===== src/rtl/mux_seq_pkg.sv =====
// Shared state type and channel-order constants for mux_sel_sequencer.
// Define MUX_SEQ_MSB_FIRST_EN to sweep channels 11 -> 00 instead of 00 -> 11.
package mux_seq_pkg;

    localparam int NUM_CH = 4;
    localparam int SEL_W  = 2;

    typedef enum logic [1:0] {
        IDLE  = 2'd0,
        SHIFT = 2'd1,
        DONE  = 2'd2
    } state_e;

`ifdef MUX_SEQ_MSB_FIRST_EN
    localparam logic [SEL_W-1:0] FIRST_CH = 2'b11;
    localparam logic [SEL_W-1:0] LAST_CH  = 2'b00;

    function automatic logic [SEL_W-1:0] next_ch(input logic [SEL_W-1:0] ch);
        return ch - SEL_W'(1);
    endfunction
`else
    localparam logic [SEL_W-1:0] FIRST_CH = 2'b00;
    localparam logic [SEL_W-1:0] LAST_CH  = 2'b11;

    function automatic logic [SEL_W-1:0] next_ch(input logic [SEL_W-1:0] ch);
        return ch + SEL_W'(1);
    endfunction
`endif

endpackage


===== src/rtl/mux_seq_bitsel.sv =====
// Combinational 4:1 bit selector: o_bit = i_word[i_sel].
module mux_seq_bitsel
    import mux_seq_pkg::*;
(
    input  logic [NUM_CH-1:0] i_word,
    input  logic [SEL_W-1:0]  i_sel,
    output logic              o_bit
);

    assign o_bit = i_word[i_sel];

endmodule


===== src/rtl/mux_sel_sequencer.sv =====
// Captures a 4-bit word and sweeps a 2-bit mux select across its channels.
// Channel order follows MUX_SEQ_MSB_FIRST_EN (see mux_seq_pkg).
module mux_sel_sequencer
    import mux_seq_pkg::*;
(
    input  logic              clk,
    input  logic              rst,
    input  logic              start,
    input  logic [NUM_CH-1:0] din,
    input  logic              step,
    output logic              ready,
    output logic              busy,
    output logic [NUM_CH-1:0] word,
    output logic [SEL_W-1:0]  sel,
    output logic              qbit,
    output logic              valid,
    output logic              last,
    output logic              done
);

    state_e              r_state;
    state_e              w_state_nxt;
    logic [NUM_CH-1:0]   r_word;
    logic [NUM_CH-1:0]   w_word_nxt;
    logic [SEL_W-1:0]    r_sel;
    logic [SEL_W-1:0]    w_sel_nxt;
    logic                r_qbit;
    logic                w_bit;

    always_ff @(posedge clk) begin
        // NOTE: sequential state uses <= so every register samples pre-edge values.
        if (rst) r_state <= IDLE;
        else     r_state <= w_state_nxt;
    end

    always_comb begin
        // NOTE: every output of this block gets a default first, so no latch is inferred.
        w_state_nxt = r_state;
        w_word_nxt  = r_word;
        w_sel_nxt   = r_sel;
        ready       = 1'b0;
        busy        = 1'b0;
        valid       = 1'b0;
        last        = 1'b0;
        done        = 1'b0;
        case (r_state)
            IDLE: begin
                ready = 1'b1;
                if (start) begin
                    w_state_nxt = SHIFT;
                    w_word_nxt  = din;
                    w_sel_nxt   = FIRST_CH;
                end
            end
            SHIFT: begin
                busy  = 1'b1;
                valid = 1'b1;
                last  = (r_sel == LAST_CH);
                if (step) begin
                    if (r_sel == LAST_CH) w_state_nxt = DONE;
                    else                  w_sel_nxt   = next_ch(r_sel);
                end
            end
            DONE: begin
                done        = 1'b1;
                w_state_nxt = IDLE;
            end
            default: w_state_nxt = IDLE;
        endcase
    end

    // Select on the next-cycle word/sel so qbit lands in the same cycle as sel.
    mux_seq_bitsel u_bitsel (
        .i_word (w_word_nxt),
        .i_sel  (w_sel_nxt),
        .o_bit  (w_bit)
    );

    always_ff @(posedge clk) begin
        if (rst) begin
            r_word <= '0;
            r_sel  <= '0;
            r_qbit <= 1'b0;
        end else begin
            r_word <= w_word_nxt;
            r_sel  <= w_sel_nxt;
            r_qbit <= w_bit;
        end
    end

    assign word = r_word;
    assign sel  = r_sel;
    assign qbit = r_qbit;

endmodule

===== config.mk =====
export PLATFORM = sky130hd
export DESIGN_NAME = mux_sel_sequencer
export DESIGN_NICKNAME = d
export VERILOG_FILES = /design/src/rtl/mux_seq_pkg.sv /design/src/rtl/mux_seq_bitsel.sv /design/src/rtl/mux_sel_sequencer.sv
export SDC_FILE = /design/constraint.sdc
export NUM_CORES = 1
export LEC_CHECK = 0
export BUFFER_PORTS_ARGS = -buffer_cell sky130_fd_sc_hd__buf_4
export CORE_UTILIZATION = 34
export CTS_CLUSTER_DIAMETER = 60
export DETAILED_ROUTE_END_ITERATION = 8
export PLACE_DENSITY_LB_ADDON = 0.15
export RECOVER_POWER = 100
export SYNTH_ARGS = -nofsm -noshare
export SYNTH_HDL_FRONTEND = slang
export SYNTH_SLANG_ARGS = --single-unit

===== constraint.sdc =====
create_clock -name clk -period 2.4 [get_ports clk]
set_input_delay 0.12 -clock clk [delete_from_list [all_inputs] [get_ports clk]]
set_output_delay 0.12 -clock clk [all_outputs]
set_load 0.02 [all_outputs]

Word level (Yosys, flattened, before mapping)
Index checks and enable logic that the tools add are counted.
{ "op_classes": {"n_addsub": 1, "order_cmp": 1, "n_eq_ne": 6, "muxes": 16, "reduce_logical": 2} }
{ "ops": {"columns": ["cell", "n"], "rows": [
  ["$mux W2", 6],
  ["$mux W4", 2],
  ["$pmux W2 S2", 2],
  ["$ne A2 B2 Y1 const B", 3],
  ["$mux W1", 5],
  ["$eq A2 B2 Y1 const B", 2],
  ["$lt A2 B3 Y1 const B", 1],
  ["$reduce_and A3 Y1", 1],
  ["$add A2 B1 Y2 const B", 1],
  ["$bmux W1 S2", 1],
  ["$eq A2 B1 Y1 const B", 1],
  ["$logic_not A2 Y1", 1]
]} }
{ "word_totals": {"reg_bits": 9, "in_bits": 8, "wordCells": 30} }

Depth between registers and ports, before layout
Gate-level depths: netlist of run 1.
{ "depth": {"ltp_word": 6, "depth_mapped": 6, "mapped_depth_nobuf": 5} }

By module
A second synthesis of run 1 with hierarchy kept.
{ "unflattened": {"cells_unflattened": 44, "hier_area_um2": 439.2} }
{ "modules_own_cells": {"columns": ["module", "n_inst", "cells_per_inst", "area_each_um2", "seq_area_each_um2"], "rows": [
  ["mux_sel_sequencer", 1, 43, 416.6, 180.2],
  ["mux_seq_bitsel", 1, 1, 22.5, 0.0]
]} }

Worst setup path before layout of run 1
Ideal clock, no wire load.
{ "synth_path": {"kind": "flip-flop to flip-flop", "startpoint": "register r_sel[1], in the netlist sel[1]", "endpoint": "register r_qbit, in the netlist qbit", "t_arrival_ns": 1.293, "path_slack_ns": 0.971, "path_stages_with_launch": 7, "path_buffers": 1, "path_cell_list": "dfxtp_1 -> buf_6 -> nand4b_1 -> a21oi_1 -> or2_1 -> a211oi_2 -> a311oi_2"} }
{ "synth_via": {"elab_chain_len": 6, "word_cells_on_any_way": 8, "cone_classes": "1 x add/sub; 1 x eq/ne; 6 x mux"} }
{ "synth_rtl": {"columns": ["element", "line", "text"], "rows": [
  ["start: declaration", "mux_sel_sequencer.sv:25", "logic [SEL_W-1:0] r_sel;"],
  ["start signal: assignment", "mux_sel_sequencer.sv:86", "r_sel <= w_sel_nxt;"],
  ["$add A2 B1 Y2 or $eq A2 B2 Y1 (tied branches)", "mux_seq_pkg.sv:26, mux_sel_sequencer.sv:60", null],
  ["$mux W2", "mux_sel_sequencer.sv:60", "if (r_sel == LAST_CH) w_state_nxt = DONE;"],
  ["$mux W2", "mux_sel_sequencer.sv:59", "if (step) begin"],
  ["$pmux W2 S2 (*)", "mux_sel_sequencer.sv:46", "case (r_state)"],
  ["$bmux W1 S2 (*)", "mux_seq_bitsel.sv:10", "assign o_bit = i_word[i_sel];"],
  ["$mux W1 (not written as such) (*)", "mux_seq_bitsel.sv:10", null],
  ["end signal: assignment", "mux_sel_sequencer.sv:87", "r_qbit <= w_bit;"],
  ["end: declaration", "mux_sel_sequencer.sv:27", "logic r_qbit;"]
]} }
Every way passes the cells marked *; elsewhere a longest branch is shown, timed or not. The select of a mux whose other input is x is not followed.
A chain may end at the register's enable or synchronous reset.

Worst setup path in the final report of run 1
{ "layout_path": {"startpoint": "register r_state[0]", "endpoint": "register r_qbit, in the netlist qbit"} }
{ "layout_via": {"elab_chain_len": 4, "word_cells_on_any_way": 6, "cone_classes": "1 x eq/ne; 4 x mux; 1 x reduce/logical"} }
{ "layout_rtl": {"columns": ["element", "line", "text"], "rows": [
  ["start: declaration", "mux_sel_sequencer.sv:21", "state_e r_state;"],
  ["start signal: assignment", "mux_sel_sequencer.sv:33", "else r_state <= w_state_nxt;"],
  ["$eq A2 B1 Y1 or $logic_not A2 Y1 (tied branches)", "mux_sel_sequencer.sv:46", null],
  ["$pmux W2 S2 or $mux W4 (tied branches)", "mux_sel_sequencer.sv:46", null],
  ["$bmux W1 S2 (*)", "mux_seq_bitsel.sv:10", null],
  ["$mux W1 (not written as such) (*)", "mux_seq_bitsel.sv:10", null]
]} }
Marked as above.

==> results of run 1 <==
==> kinds of logic after synthesis <==
group,count (synthesis),share of synthesized area
AOI/OAI and AO/OA,21,0.2854
buffers and inverters,4,0.06059
DFF,9,0.3636
and+or+nand+nor,26,0.2904
==> worst max path at each step <==
stage,slack (ps),cells past startpoint,to,startpoint
2_1_floorplan,970,6,qbit$_SDFF_PP0_,sel[1]$_SDFF_PP0_
3_3_place_gp,840,5,qbit$_SDFF_PP0_,r_state[0]$_SDFFE_PP0P_
3_5_place_dp,790,5,qbit$_SDFF_PP0_,r_state[0]$_SDFFE_PP0P_
4_1_cts,760,5,qbit$_SDFF_PP0_,r_state[0]$_SDFFE_PP0P_
5_1_grt,380,5,qbit$_SDFF_PP0_,r_state[0]$_SDFFE_PP0P_
6_report,520,5,qbit$_SDFF_PP0_,r_state[0]$_SDFFE_PP0P_
==> cell usage in the layout (no fill, tap or decap) <==
cell type,instances
clkbuf_4,3
nor2b_1,2
nor3_1,1
nand3b_1,1
o21ai_0,6
o211ai_1,1
nand2b_1,3
a21boi_2,1
nor2_1,6
nand2_1,8
nand4_1,1
a21oi_1,9
dfxtp_1,9
nand4b_1,1
a32oi_1,1
clkbuf_1,13
a211oi_1,1
o21bai_1,1
and3_1,1
a311oi_2,1
nand3_1,1
or2_0,1
buf_4,7
==> state kept, by name (all words and copies together) (netlist names) <==
register / flops
qbit: 1
r_state: 2
sel: 2
word: 4
==> through the flow <==
stage	setup WS (ps)	util	hold slack (ps)
2_1_floorplan	970.7	-	256.0
3_3_place_gp	838.3	0.4700	370.3
3_5_place_dp	787.3	0.4700	377.3
4_1_cts	762.8	0.4897	97.79
5_1_grt	375.6	0.4381	98.81
6_report	517.1	0.4381	106.0
==> worst reg2reg max path: stages, from the launching register on <==
cell and delay (ps):
dfxtp_1 550, nor2b_1 460, a21oi_1 120, or2_0 270, a211oi_1 290, a311oi_2 70
==> metal layers <==
layer  wire length [um]  vias up
li1                   -      251
met1                564      201
met2                433       15
met3                 64        4
met4                 43        0
met5                  0        -
==> report_power, final <==
| part | total, mW | internal [mW] | switching (mW) |
|---|---|---|---|
| Combinational | 0.0637 | 0.0242 | 0.0395 |
| Sequential | 0.167 | 0.158 | 0.00964 |
| Clock | 0.117 | 0.0641 | 0.0525 |
==> cell type report <==
| type | count | area, sq um | area share |
|---|---|---|---|
| tap | 15 | 18.77 | 0.03212 |
| sequential | 9 | 180.2 | 0.3084 |
| timing repair buffer | 19 | 97.59 | 0.1670 |
| clock buffer | 4 | 26.28 | 0.04497 |
| multi-input combinational | 47 | 261.5 | 0.4475 |
==> impl_metrics.toml, run 1 <==
[outcome]
status = "finished, final reports clean"

[power]
ir_drop_mv = 0.3292
cellPowerDensity_nw_per_um2 = 594.9
power_mw = 0.3476
power.leakage_nw = 0.2132

[floorplan]
initial_core_util = 0.3715
die_w_um = 40.18
die_y_um = 40.18
io_pins = 20
row_count = 13
die_area_sq_um = 1614
coreArea_sq_um = 1334

[global_route]
grt.busiest_layer = "met2"
grt_use_total = 0.1822
grt_antenna_before_repair = 0
grtUsageMet3 = 0.05000
grtUsageMet2 = 0.2581
grt_pass1_vias = 406
grt_pass1_wl_um = 1807
use_met1 = 0.2271
grt_max_degree = 14
grt_overflow = 0

[finish]
num_antenna_cells = 0
nets = 88
drive_gt1_frac = 0.1519
final_cell_count_no_fill = 94
area_delta_synth_final_pct = 17.93
fillers = 159
fin_area_sq_um = 584.3

[clocking]
cts_buffers = 3
cts_max_level = 1
cts_tree = "done"
cts-resized-gates = 0
clk_latency_ps = 260
clk_path_buf_depth = 2
cts_setup_buffers = 0
root_buffer = "clkbuf_4"
cts.sinks = 9
worst_setup_hold_path_clk_slew_ps = 60
ctsHoldBuffers = 0

[logic_synthesis]
syn_nets = 68
synth_area_leader_cell = "dfxtp_1"
synth-main-ff-cell = "dfxtp_1"
yosysWarningCount = 0
async_flop_share = 0
synth-edff-count = 0
ys_top_cells_by_count = "9 x dfxtp_1, 8 x a21oi_1, 8 x nand2_1"
synth_area_sq_um = 495.5
yosysMostFrequentCell = "dfxtp_1"
ys_seq_elements = 9
ys_seq_area_frac = 0.3636
synth_area_leaders = "dfxtp_1 36%, a21oi_1 8.1%, o21ai_0 6.1%"
yosysTopAreaCellShare = 0.3636
avgSynthCellArea_sq_um = 8.258
syn_inst = 60
yosysUniqueCellTypes = 26

[timing]
clock_skew_ps = 2.685
fmax_mhz = 531.1
max_slew_margin = 0.6936
finalSetupTns_ps = 0
fin_crit_ps = 1883
setup_violations = 0
tightest_slew_ps = 458.7
finalCritPeriodShare = 0.7845
maxSlewViolCount = 0
rsz0062_at_grt = "no"
hold_viol = 0

[route]
first_pass_iters = 2
ant_nets = 0
routed_via_density = 5.011
wire_per_inst_um = 11.74
route.detailed.drc = 0
vias = 471
first_iter_violations = 4
routed_wl_um = 1104

[critical_path]
reg2reg_to = "qbit$_SDFF_PP0_"
crit_buf_inv = 0
critPathLaunchType = "flip-flop"
cp_max_fo = 13
critical_path_required_ps = 2530
critPathMaxStageDelay_ps = 550
r2r-start = "r_state[0]$_SDFFE_PP0P_"
critPathTopFamily = "simple AND/OR/NAND/NOR gates"
slowest_stage = "dfxtp_1"
r2r_slack_ps = 520
cp_data_arrival_time_ps = 2010
path_cells = "nor2b_1 > a21oi_1 > or2_0 > a211oi_1 > a311oi_2"
critPathCaptureType = "flip-flop"
crit_type = "flip-flop to flip-flop"
worstRegToRegCells = 5

[min_path]
whs_endpoint = "qbit$_SDFF_PP0_"
hold_path.class = "input pin to flip-flop"
hp-start = "rst"
hold_depth = 2

[place]
place_area_sq_um = 626.9
place_hpwl_um = 784.6
post-place-cells = 90
io_buffers = 19
gp_congestion = 0.7269

[run]
cap_violations = 0
Note: power is estimated with default switching activity, not from simulation.
==> run 2, diff against run 1 <==
Clock period 2.4 ns to 1.9 ns, I/O delays scaled along.
==> run 2 against run 1 <==
Non-clock buffer count is 1 higher. Design area up 3.4%. Sequential share of layout area decreased by 1.0 points.
==> impl_metrics.toml, run 2 (synthesis gave the netlist of run 1 again) <==
[route]
ant_nets = 0
met3_length_um = 81
met2RoutedLength_um = 509
route.detailed.drc = 0
wire_per_inst_um = 12.02
routed_wl_um = 1142
routed_via_density = 5.158
highest_layer = "met4"
vias = 490
first_iter_violations = 10
first_pass_iters = 4
m1WireLength_um = 544

[floorplan]
die_y_um = 40.18
io_pins = 20
row_count = 13
coreArea_sq_um = 1334
die_w_um = 40.18
die_area_sq_um = 1614
initial_core_util = 0.3715

[critical_path]
crit_start = "r_state[1]$_SDFFE_PP0P_"
critPathLaunchType = "flip-flop"
cp.depth = 5
cp_max_fo = 8
path_cells = "nand2b_1 > a21oi_1 > o21bai_1 > a211oi_2 > a311oi_2"
crit_buf_inv = 0
cp_data_arrival_time_ps = 1720
reg2reg_to = "qbit$_SDFF_PP0_"
crit_type = "flip-flop to flip-flop"
critPathTopFamily = "compound AO/OA/AOI/OAI gates"
r2r-start = "r_state[1]$_SDFFE_PP0P_"
r2r_slack_ps = 320
worstRegToRegCells = 5
critPathCaptureType = "flip-flop"
critPathMaxStageDelay_ps = 460
critical_path_required_ps = 2040
setup.worst_path.end = "qbit$_SDFF_PP0_"
slowest_stage = "dfxtp_1"

[place]
place_hpwl_um = 818.2
io_buffers = 19
pre_cts_ws_ps = 436.2
gp_congestion = 0.7609

[outcome]
status = "finished, final reports clean"

[power]
power_mw = 0.4480
cellPowerDensity_nw_per_um2 = 741.3
ir_drop_mv = 0.3329
power.leakage_nw = 0.2228

[global_route]
grt_pass1_wl_um = 1766
grt_use_total = 0.1717
grt_pass1_vias = 398
grt_antenna_before_repair = 0
grt_max_degree = 12
grt_overflow = 0

[timing]
rsz0062_at_grt = "no"
clock_skew_ps = 4.231
fin_crit_ps = 1577
worst_slack_ps = 322.8
setup_violations = 0
finalSetupTns_ps = 0
maxSlewViolCount = 0
fmax_mhz = 634.0
finalCritPeriodShare = 0.8301
max_slew_margin = 0.7731
tightest_slew_ps = 339.1
hold_viol = 0

[finish]
num_antenna_cells = 0
final_util = 0.4531
largest_register_ffs = 4
mostFrequentLayoutCells = "13 x clkbuf_1, 9 x a21oi_1, 9 x dfxtp_1"
area_delta_synth_final_pct = 21.97
final_common_cell = "clkbuf_1"
drive_gt1_frac = 0.1875
nets = 89

[clocking]
cts_buffers = 3
cts.sinks = 9
cts_max_level = 1
clk_latency_ps = 260
cts_setup_buffers = 0
cts-resized-gates = 0
ctsHoldBuffers = 0
cts_tree = "done"
clk_path_buf_depth = 2
worst_setup_hold_path_clk_slew_ps = 60
root_buffer = "clkbuf_4"

[min_path]
hold_path.class = "input pin to flip-flop"

[run]
cap_violations = 0
run 2: worst min path at each step:
stage | from | endpoint | slack [ps] | cells after the start
finish | din[3] | word[3]$_SDFF_PP0_ | 70 | 3
global route | din[3] | word[3]$_SDFF_PP0_ | 80 | 3
global placement | din[2] | word[2]$_SDFF_PP0_ | 340 | 3
CTS | rst | qbit$_SDFF_PP0_ | 70 | 2
detailed placement | rst | qbit$_SDFF_PP0_ | 350 | 2
floorplan | din[0] | word[0]$_SDFF_PP0_ | 230 | 2
run 2: per-layer routing:
metal,vias to the layer above,track usage
met5,-,0
met4,0,0.1000
met3,2,0.05000
met2,15,0.2500
met1,222,0.2230
li1,251,-
run 2: layout make-up:
| type | instances | area (sq um) |
|---|---|---|
| multi-input cells | 47 | 274.0 |
| clock buffers | 4 | 26.28 |
| flip-flops and latches | 9 | 180.2 |
| well taps | 15 | 18.77 |
| repair buffers | 20 | 105.1 |
| fillers | 145 | 729.5 |
run 2: worst register-to-register path: cells and delay by family, from the launching register on:
kind	cells	cell delay [ps]
AO/OA/AOI/OAI	4	680
flip-flops	1	460
AND/OR/NAND/NOR	1	320
run 2: power breakdown:
part	leakage (nW)	internal, mW	switching, mW
clock	0.0150	0.0811	0.0695
combinational	0.134	0.0350	0.0536
sequential	0.0737	0.199	0.00973
total	0.223	0.315	0.133
run 2: per-stage QoR:
step           std cells  hold slack, ps  area (sq um)
4_1_cts               95           69.05         660.6
3_5_place_dp          91           351.7         634.4
6_report              95           73.83         604.3
2_1_floorplan         60           231.0         495.5
5_1_grt               95           75.08         604.3
3_3_place_gp          91           343.9         634.4
==> run 3, diff against run 2 <==
Clock period 1.9 ns to 1.3 ns, I/O delays scaled along.
==> run 3 against run 2 <==
Cell count increased by 8.4%. Sequential share of layout area decreased by 3.9 points. Combinational power increased by 91%. Critical path depth decreased by 1. Routed wire length increased by 12%. Via count increased by 13%. Design area increased by 22%. First-iteration DRC count unchanged. Non-clock buffer count increased by 8. Clock-buffer cell count decreased by 1. Sequential power increased by 44%. Clock power increased by 52%.
==> impl_metrics.toml, run 3 (synthesis gave the netlist of run 1 again) <==
[clocking]
cts_max_level = 1
ctsHoldBuffers = 0
clk_latency_ps = 270
cts.sinks = 9
worst_setup_hold_path_clk_slew_ps = 70
clk_path_buf_depth = 2
cts_tree = "done"
cts_buffers = 3
root_buffer = "clkbuf_4"

[power]
clkPwrFrac = 0.327
p_seq_frac = 0.432
p_switching_mw = 0.2163
p_int_mw = 0.4835
ir_drop_mv = 0.5910
cellPowerDensity_nw_per_um2 = 952.8
power.leakage_nw = 0.2951
power_mw = 0.6998
combPwrFrac = 0.241
swShare = 0.3091

[critical_path]
cp_data_arrival_time_ps = 1210
cp.depth = 4
r2r-start = "r_state[0]$_SDFFE_PP0P_"
cp_max_fo = 5
critPathLaunchType = "flip-flop"
r2r_slack_ps = 40
critical_path_required_ps = 1240
reg2reg_to = "qbit$_SDFF_PP0_"
critPathMaxStageDelay_ps = 370
critPathTopFamily = "flip-flops"
crit_buf_inv = 2
crit_type = "flip-flop to output pin"
crit_top_cell = "buf_6"
path_cells = "nor2b_4 > buf_6 > and3_4 > buf_6"
worstRegToRegCells = 5
critPathCaptureType = "output pin"
slowest_stage = "dfxtp_4"

[route]
first_iter_violations = 10
ant_nets = 0
route.detailed.drc = 0
first_pass_iters = 4
wire_per_inst_um = 12.45
routed_via_density = 5.379
vias = 554
routed_wl_um = 1282

[timing]
maxSlewViolCount = 0
finalSetupTns_ps = 0
fmax_mhz = 781.9
setup_violations = 0
hold_viol = 0
clock_skew_ps = 8.784
max_slew_margin = 0.8338
fin_crit_ps = 1279
tightest_slew_ps = 250.4
rsz0062_at_grt = "yes"
finalCritPeriodShare = 0.9838

[run]
cap_violations = 0

[floorplan]
die_area_sq_um = 1614
row_count = 13
die_w_um = 40.18
io_pins = 20
coreArea_sq_um = 1334
initial_core_util = 0.3715
die_y_um = 40.18

[global_route]
grt_max_degree = 10
grt_overflow = 0
grt_antenna_before_repair = 0
grt_pass1_wl_um = 2035
grt_use_total = 0.1970
grt_pass1_vias = 486

[min_path]
whs_endpoint = "sel[0]$_SDFF_PP0_"
hp-start = "rst"
hold_depth = 2
hold_path.class = "input pin to flip-flop"

[finish]
final_common_cell = "buf_4"
final_util = 0.5507
area_delta_synth_final_pct = 48.23
fillers = 152
num_antenna_cells = 0
nets = 97
mostFrequentLayoutCells = "21 x buf_4, 8 x a21oi_1, 8 x nand2_1"
fin_area_sq_um = 734.5
drive_gt1_frac = 0.4659
largest_register_ffs = 4

[outcome]
status = "finished, final reports clean"

[place]
place_area_sq_um = 675.6
gp_congestion = 0.7761
io_buffers = 19
[run 3: cell type report]
class | count | area (sq um) | area share
Timing Repair Buffer | 28 | 198.9 | 0.2709
Clock buffer | 3 | 22.52 | 0.03066
Multi-Input combinational cell | 47 | 299.0 | 0.4072
Clock inverter | 1 | 5.005 | 0.006814
Tap cell | 15 | 18.77 | 0.02555
Sequential cell | 9 | 190.2 | 0.2589
[run 3: worst max path at each step]
| stage | startpoint | endpoint | slack, ps |
|---|---|---|---|
| after CTS | r_state[0]$_SDFFE_PP0P_ | last | 8 |
| after global routing | r_state[0]$_SDFFE_PP0P_ | qbit$_SDFF_PP0_ | -20 |
| final | r_state[0]$_SDFFE_PP0P_ | last | 20 |
| after floorplan | r_state[0]$_SDFFE_PP0P_ | qbit$_SDFF_PP0_ | 10 |
| after global placement | sel[0]$_SDFF_PP0_ | qbit$_SDFF_PP0_ | 50 |
| after detailed placement | r_state[0]$_SDFFE_PP0P_ | qbit$_SDFF_PP0_ | 30 |
[run 3: stage by stage]
stage / std cells / hold WS (ps) / worst slack (ps)
floorplan: 60 / 200.2 / 11.35
CTS: 102 / 28.08 / 7.834
global route: 103 / 35.30 / -24.27
finish: 103 / 30.67 / 21.09
global placement: 96 / 313.5 / 52.99
detailed placement: 96 / 323.5 / 26.27
[run 3: per-layer routing]
layer / global-route usage / vias up / part of all wire
met4: 0.07500 / 0 / 0.012
li1: - / 271 / -
met2: 0.3226 / 19 / 0.46
met3: 0.08333 / 2 / 0.065
met5: 0 / - / 0
met1: 0.2264 / 262 / 0.47
[run 3: repair_timing]
action,in CTS,in global routing
gates resized for setup,3,6
pin swaps,0,1
setup endpoints to repair,2,6
buffers inserted,2,1
cloned,0,0
[run 3: power groups by stage]
stage,Combinational (mW),Clock [mW],Sequential [mW]
5_1_grt,0.184,0.246,0.304
2_1_floorplan,0.0779,0,0.323
3_3_place_gp,0.158,0,0.312
3_5_place_dp,0.159,0,0.312
6_report,0.169,0.229,0.302
4_1_cts,0.170,0.237,0.305
